<file path="src/rtl/seq_normalizer_pkg.sv">
// Shared constants and types for the leading zero/one counter.
// Latency: n/a (definitions only).
// Backpressure: n/a.
package seq_normalizer_pkg;

  localparam int DATA_W = 32;
  localparam int CNT_W  = 6;
  localparam int STEP_W = 3;

  // Op_sel encodings
  localparam logic OP_CLZ = 1'b0;
  localparam logic OP_CLO = 1'b1;

  // First search step: width 2^4 = 16 bits
  localparam logic [STEP_W-1:0] STEP_FIRST = 3'd4;

  typedef enum logic [1:0] {
    ST_IDLE = 2'd0,
    ST_RUN  = 2'd1,
    ST_DONE = 2'd2
  } state_t;

endpackage

</file>
<file path="src/rtl/seq_normalizer_if.sv">
// Handshake and data bundle between the EX stage and the normalizer.
// Latency: n/a (wiring only).
// Backpressure: Out_ready from the consumer, In_ready from the unit.
interface seq_normalizer_if;
  import seq_normalizer_pkg::*;

  logic              In_valid;
  logic              In_ready;
  logic              Op_sel;
  logic [DATA_W-1:0] Norm_in;
  logic              Flush;
  logic              Out_valid;
  logic              Out_ready;
  logic [CNT_W-1:0]  Lead_count;
  logic [DATA_W-1:0] Norm_out;

  // Pipeline side: presents operations and consumes results
  modport master (
    output In_valid, Op_sel, Norm_in, Flush, Out_ready,
    input  In_ready, Out_valid, Lead_count, Norm_out
  );

  // Normalizer side
  modport slave (
    input  In_valid, Op_sel, Norm_in, Flush, Out_ready,
    output In_ready, Out_valid, Lead_count, Norm_out
  );
endinterface

</file>
<file path="src/rtl/seq_normalizer_norm_step.sv">
// One binary-search step of width 2^k, plus the final single-bit fixup at k==0.
// Latency: combinational.
// Backpressure: none; the caller decides when to register the result.
module norm_step
  import seq_normalizer_pkg::*;
(
  input  logic [DATA_W-1:0] work_i,
  input  logic [STEP_W-1:0] k_i,
  input  logic              t_i,
  output logic [DATA_W-1:0] work_o,
  output logic [CNT_W-1:0]  inc_o
);

  logic [CNT_W-1:0]  width;
  logic [DATA_W-1:0] top_mask;
  logic [DATA_W-1:0] stepped;
  logic              hit;

  // Shift out the top 2^k bits when they all equal the target bit; at k==0 also
  // absorb one more target bit so an all-target operand counts to 32.
  always_comb begin
    width    = CNT_W'(1) << k_i;
    top_mask = ~({DATA_W{1'b1}} >> width);
    hit      = ((work_i ^ {DATA_W{t_i}}) & top_mask) == '0;
    stepped  = hit ? (work_i << width) : work_i;
    work_o   = stepped;
    inc_o    = hit ? width : '0;
    if (k_i == '0 && stepped[DATA_W-1] == t_i) begin
      work_o = stepped << 1;
      inc_o  = inc_o + CNT_W'(1);
    end
  end

endmodule

</file>
<file path="src/rtl/seq_normalizer.sv">
// Multi-cycle CLZ/CLO with normalized operand, 5-step binary search (16/8/4/2/1).
// Latency: result valid 5 edges after accept; one operation in flight.
// Backpressure: result and state held while Out_ready is low; In_ready low in RUN/DONE.
module seq_normalizer
  import seq_normalizer_pkg::*;
(
  input logic          clk,
  input logic          rst_n,
  seq_normalizer_if.slave bus
);

  state_t            state_q;
  logic [STEP_W-1:0] k_q;
  logic [DATA_W-1:0] work_q;
  logic [CNT_W-1:0]  cnt_q;
  logic              t_q;
  logic              in_rdy_q;
  logic              out_vld_q;
  logic [CNT_W-1:0]  lead_q;
  logic [DATA_W-1:0] norm_q;

  logic [DATA_W-1:0] work_d;
  logic [CNT_W-1:0]  inc;
  logic [CNT_W-1:0]  cnt_d;

  norm_step u_step (
    .work_i (work_q),
    .k_i    (k_q),
    .t_i    (t_q),
    .work_o (work_d),
    .inc_o  (inc)
  );

  // Running count after the current step
  always_comb begin
    cnt_d = cnt_q + inc;
  end

  // Control FSM with registered handshake and result outputs
  always_ff @(posedge clk or negedge rst_n) begin
    if (!rst_n) begin
      state_q   <= ST_IDLE;
      k_q       <= STEP_FIRST;
      work_q    <= '0;
      cnt_q     <= '0;
      t_q       <= 1'b0;
      in_rdy_q  <= 1'b0;
      out_vld_q <= 1'b0;
      lead_q    <= '0;
      norm_q    <= '0;
    end else if (bus.Flush) begin
      // Abort whatever is in flight; no accept in the flush cycle
      state_q   <= ST_IDLE;
      k_q       <= STEP_FIRST;
      in_rdy_q  <= 1'b1;
      out_vld_q <= 1'b0;
    end else begin
      case (state_q)
        ST_IDLE: begin
          if (in_rdy_q && bus.In_valid) begin
            work_q   <= bus.Norm_in;
            t_q      <= (bus.Op_sel == OP_CLO);
            cnt_q    <= '0;
            k_q      <= STEP_FIRST;
            in_rdy_q <= 1'b0;
            state_q  <= ST_RUN;
          end else begin
            // Also raises In_ready on the first edge after reset release
            in_rdy_q <= 1'b1;
          end
        end
        ST_RUN: begin
          work_q <= work_d;
          cnt_q  <= cnt_d;
          if (k_q == '0) begin
            lead_q    <= cnt_d;
            norm_q    <= work_d;
            out_vld_q <= 1'b1;
            k_q       <= STEP_FIRST;
            state_q   <= ST_DONE;
          end else begin
            k_q <= k_q - STEP_W'(1);
          end
        end
        ST_DONE: begin
          if (bus.Out_ready) begin
            out_vld_q <= 1'b0;
            in_rdy_q  <= 1'b1;
            state_q   <= ST_IDLE;
          end
        end
        default: begin
          state_q   <= ST_IDLE;
          in_rdy_q  <= 1'b1;
          out_vld_q <= 1'b0;
        end
      endcase
    end
  end

  assign bus.In_ready   = in_rdy_q;
  assign bus.Out_valid  = out_vld_q;
  assign bus.Lead_count = lead_q;
  assign bus.Norm_out   = norm_q;

endmodule

</file>
<file path="src/flat_wrapper.sv">
// flat-port wrapper written by rule: the top's interface ports become plain ports
module seq_normalizer_flat import seq_normalizer_pkg::*;
  (clk, rst_n, bus_In_valid, bus_Op_sel, bus_Norm_in, bus_Flush, bus_Out_ready, bus_In_ready, bus_Out_valid, bus_Lead_count, bus_Norm_out);
  seq_normalizer_if bus_i ();
  input logic clk;
  input logic rst_n;
  input wire logic [$bits(bus_i.In_valid)-1:0] bus_In_valid;
  input wire logic [$bits(bus_i.Op_sel)-1:0] bus_Op_sel;
  input wire logic [$bits(bus_i.Norm_in)-1:0] bus_Norm_in;
  input wire logic [$bits(bus_i.Flush)-1:0] bus_Flush;
  input wire logic [$bits(bus_i.Out_ready)-1:0] bus_Out_ready;
  output wire logic [$bits(bus_i.In_ready)-1:0] bus_In_ready;
  output wire logic [$bits(bus_i.Out_valid)-1:0] bus_Out_valid;
  output wire logic [$bits(bus_i.Lead_count)-1:0] bus_Lead_count;
  output wire logic [$bits(bus_i.Norm_out)-1:0] bus_Norm_out;
  assign bus_i.In_valid = bus_In_valid;
  assign bus_i.Op_sel = bus_Op_sel;
  assign bus_i.Norm_in = bus_Norm_in;
  assign bus_i.Flush = bus_Flush;
  assign bus_i.Out_ready = bus_Out_ready;
  assign bus_In_ready = bus_i.In_ready;
  assign bus_Out_valid = bus_i.Out_valid;
  assign bus_Lead_count = bus_i.Lead_count;
  assign bus_Norm_out = bus_i.Norm_out;
  seq_normalizer u_core (.clk(clk), .rst_n(rst_n), .bus(bus_i));
endmodule
</file>
<file path="config.mk">
export PLATFORM = sky130hd
export DESIGN_NAME = seq_normalizer_flat
export DESIGN_NICKNAME = d
export VERILOG_FILES = /design/src/rtl/seq_normalizer_pkg.sv /design/src/rtl/seq_normalizer_if.sv /design/src/rtl/seq_normalizer_norm_step.sv /design/src/rtl/seq_normalizer.sv /design/src/flat_wrapper.sv
export SDC_FILE = /design/constraint.sdc
export NUM_CORES = 1
export LEC_CHECK = 0
export ABC_AREA = 1
export BUFFER_PORTS_ARGS = -buffer_cell sky130_fd_sc_hd__buf_2
export CORE_MARGIN = 3
export CORE_UTILIZATION = 56
export CTS_BUF_LIST = sky130_fd_sc_hd__clkbuf_8
export CTS_CLUSTER_SIZE = 16
export DETAILED_ROUTE_END_ITERATION = 10
export GPL_ROUTABILITY_DRIVEN = 0
export PLACE_DENSITY_LB_ADDON = 0.1
export SYNTH_ARGS = -nofsm -noshare
export SYNTH_HDL_FRONTEND = slang
export SYNTH_SLANG_ARGS = --single-unit
</file>
<file path="constraint.sdc">
create_clock -name clk -period 4.4 [get_ports clk]
set_input_delay 0 -clock clk [delete_from_list [all_inputs] [get_ports clk]]
set_output_delay 0 -clock clk [all_outputs]
set_load 0.005 [all_outputs]
</file>
==> metrics <==
status=complete, no violations; combinational share of power=0.593; Most common cell on crit path=nand2_1; Syn Area/Cell=5.89 um^2; number of synthesized flops with an enable pin=0; fraction of layout cells with a size suffix above 1=0.119; post-synthesis async set-or-reset flop share=1.00; drt wl/cell=16.3 um; Die Ht=118 um; HP Start=bus_Norm_in[20]; Syn. warnings=0; initial DRC count=1117; Synth area leaders=nand2_1 (30%), dfrtp_1 (30%), nand3_1 (9.5%); switching share of power=0.538; maximum vdd drop=0.000384 V; DRT Pass-1 Iters=6; minimum clock period=3970 ps; WP buf/inv=4; max cap viols=0; Final Hold Viols=0; largest net degree at the start of global routing=71; Critical Path Start Type=flop; clock network power share=0.118; top post-synthesis cells by count=nand2_1 (555), nand3_1 (133), nor2_1 (107); clock buffer depth=2; crit path DAT=4260 ps; Vias/cell=5.70; cts bufs inserted=9; Achievable Freq=252 MHz; flops & latches, synth=84; Synthesized Nets=1239; setup TNS=0 ps; global-route wire length before repair=38500 um; Synth area leader=nand2_1; CTS tree=yes; Antenna Nets Post-Route=0; total track usage=0.339; NetSw=2.69 mW; worst skew pair latency=390 ps; FF-to-FF setup slack=430 ps; worst-case reg-to-reg path depth=24; Slew Viols, Final=0; core box area=0.0121 mm^2; placed cells=1394; post-synthesis cell count=1188; Worst Skew=20.5 ps; Least-Margin Pin Slew=718 ps; CP Cell Sequence=inv_2, buf_4, nand3_4, buf_6, nand3_1, nand2_1, nand3_1, nor2_2, nand2_4, nor2_1, ha_1, xnor2_1, nand2_1, o21ai_1, inv_1, ha_1, a21oi_1, nand2_1, nand2_1, nand2_1, a21oi_1, xor2_1, xnor2_1, o21ai_0; most frequent cell after synthesis=nand2_1; Mapped Area=0.00699 mm^2; number of setup violations in the final report=0; register area share after synthesis=0.301; Detail Placement HPWL=16700 um; hold endpoint=u_core.work_q[20]; critical path class=reg -> reg; Worst slew margin=0.516; crit path capture type=flop; Lkg Pwr=4.44 nW; total vias in the final route=8264; Internal Power=2.32 mW; I/O Pins=78; Pwr Density=616 mW/mm^2; post-route insts no fill=1450; Residual DRC=0; worst endpoint required time=4680 ps; num rows=40; Worst path max stage delay=640 ps; crit-path max FO=17; root buffer cell=clkbuf_8; Most used DFF post-synth=dfrtp_1; RR Endpoint=u_core.bus.Lead_count[5]; PortBufs=77; Num Clock Sinks=84; grt ovf=0; WL final=23600 um; vias in the first global route=7559; Synth-to-Final Area Change=16.3%; slowest cell on the critical path=dfstp_2; hold depth=5; Crit. Startpoint=u_core.k_q[2]; Seq pwr share=0.289; fin nets=1328; crit-path leading delay family=simple AND/OR/NAND/NOR gates; Unique masters post-synth=32; period utilization=0.903; initial antenna violation count=0; ANT cells=0; clock transition at the registers of the reported paths=110 ps; Synth top area share=0.298; Starting Density=0.577; die width=118 um; number of H-tree levels=3; R2R Path Start=u_core.k_q[2]; Die Area=0.0139 mm^2; Hold Crit Class=in -> reg
-- flip-flops by register name, indices dropped and copies added, names as in the netlist --
name,cells
u_core.bus.In_ready,1
u_core.bus.Lead_count,6
u_core.bus.Norm_out,32
u_core.bus.Out_valid,1
u_core.cnt_q,6
u_core.k_q,3
u_core.state_q,2
u_core.t_q,1
u_core.work_q,32
-- worst reg2reg max path: cells and delay by family (launching register included) --
family | cells | cell delay (ps)
buf+inv | 4 | 580
simple gates | 11 | 1140
xor+xnor | 3 | 480
compound gates | 4 | 490
fa+ha+maj | 2 | 510
flops | 1 | 640
-- worst max-delay path by stage --
| stage | cells after the start | to |
|---|---|---|
| final | 24 | u_core.bus.Lead_count[5] |
| after global routing | 23 | u_core.cnt_q[5] |
| after CTS | 29 | u_core.bus.Lead_count[5] |
| after detailed placement | 29 | u_core.bus.Lead_count[5] |
| after global placement | 25 | u_core.cnt_q[4] |
| after floorplan | 31 | u_core.bus.Lead_count[5] |
-- what timing repair did --
item / in CTS / in global routing
endpoints found under the setup margin: 0 / 4
resized for setup: 0 / 10
endpoints found under the hold margin: 68 / 0
hold buffers: 36 / 0
buffers inserted: 0 / 4
-- cell type report --
type	instances	area (um^2)
flip-flops and latches	84	2100
repair buffers	147	1010
fillers	1213	3980
clock buffers	9	124
multi-input cells	978	4390
clock inverters	7	76.3
inverters	57	218
well taps	168	210
-- power groups by stage --
| stage | Clock [mW] | Sequential [mW] | Combinational, mW |
|---|---|---|---|
| 6_report | 0.590 | 1.45 | 2.97 |
| 5_1_grt | 0.626 | 1.47 | 3.32 |
| 4_1_cts | 0.591 | 1.42 | 2.86 |
| 3_5_place_dp | 0 | 1.44 | 2.83 |
| 3_3_place_gp | 0 | 1.44 | 2.82 |
| 2_1_floorplan | 0 | 1.32 | 2.00 |
-- cell usage in the layout, fill, tap and decap left out, types with 2 or more instances in the layout --
master         instances
nand2_2                3
a22o_1                 5
o21ai_0               58
nand3_4                2
nor2_4                 4
o21ai_1               13
a21oi_1               12
nand4_1               50
xnor2_1                2
o211ai_1               2
nor3_1                 2
xor2_1                 5
or2_2                  3
a31oi_1                2
nand2_1              555
clkbuf_8               9
dfrtp_1               83
nand3_1              133
buf_4                 33
inv_2                  4
clkinvlp_4             4
nor2_2                 3
nand3_2                3
ha_1                  11
dlygate4sd3_1         36
nand3b_1               3
buf_2                 76
inv_1                 52
nor2_1               102
-- stage by stage --
step | area (um^2) | hold slack (ps) | setup WS, ps | utilization | total power, mW
floorplan | 6990 | -296 | 304 | - | 3.32
global placement | 7520 | -1.65 | 453 | 0.621 | 4.25
detailed placement | 7520 | 2.96 | 313 | 0.621 | 4.26
CTS | 8080 | 2.71 | 311 | 0.667 | 4.88
global route | 8140 | 33.2 | -9.78 | 0.672 | 5.42
finish | 8140 | 6.05 | 426 | 0.672 | 5.01
-- routing by layer --
metal / track usage / vias up / part of all wire
li1: - / 4006 / -
met1: 0.450 / 3689 / 0.40
met2: 0.522 / 471 / 0.44
met3: 0.0658 / 98 / 0.094
met4: 0.182 / 0 / 0.059
met5: 0 / - / 0
-- kinds of logic (layout without fill, tap and decap cells) --
logic type | count (synthesis) | count (layout) | synth area share
compound gates | 93 | 93 | 0.0707
buf+inv | 126 | 220 | 0.0759
simple gates | 865 | 865 | 0.520
flops | 84 | 84 | 0.301
xor+xnor | 7 | 7 | 0.00877
fa+ha+maj | 13 | 13 | 0.0243
Power figures use the tool's default switching activity.
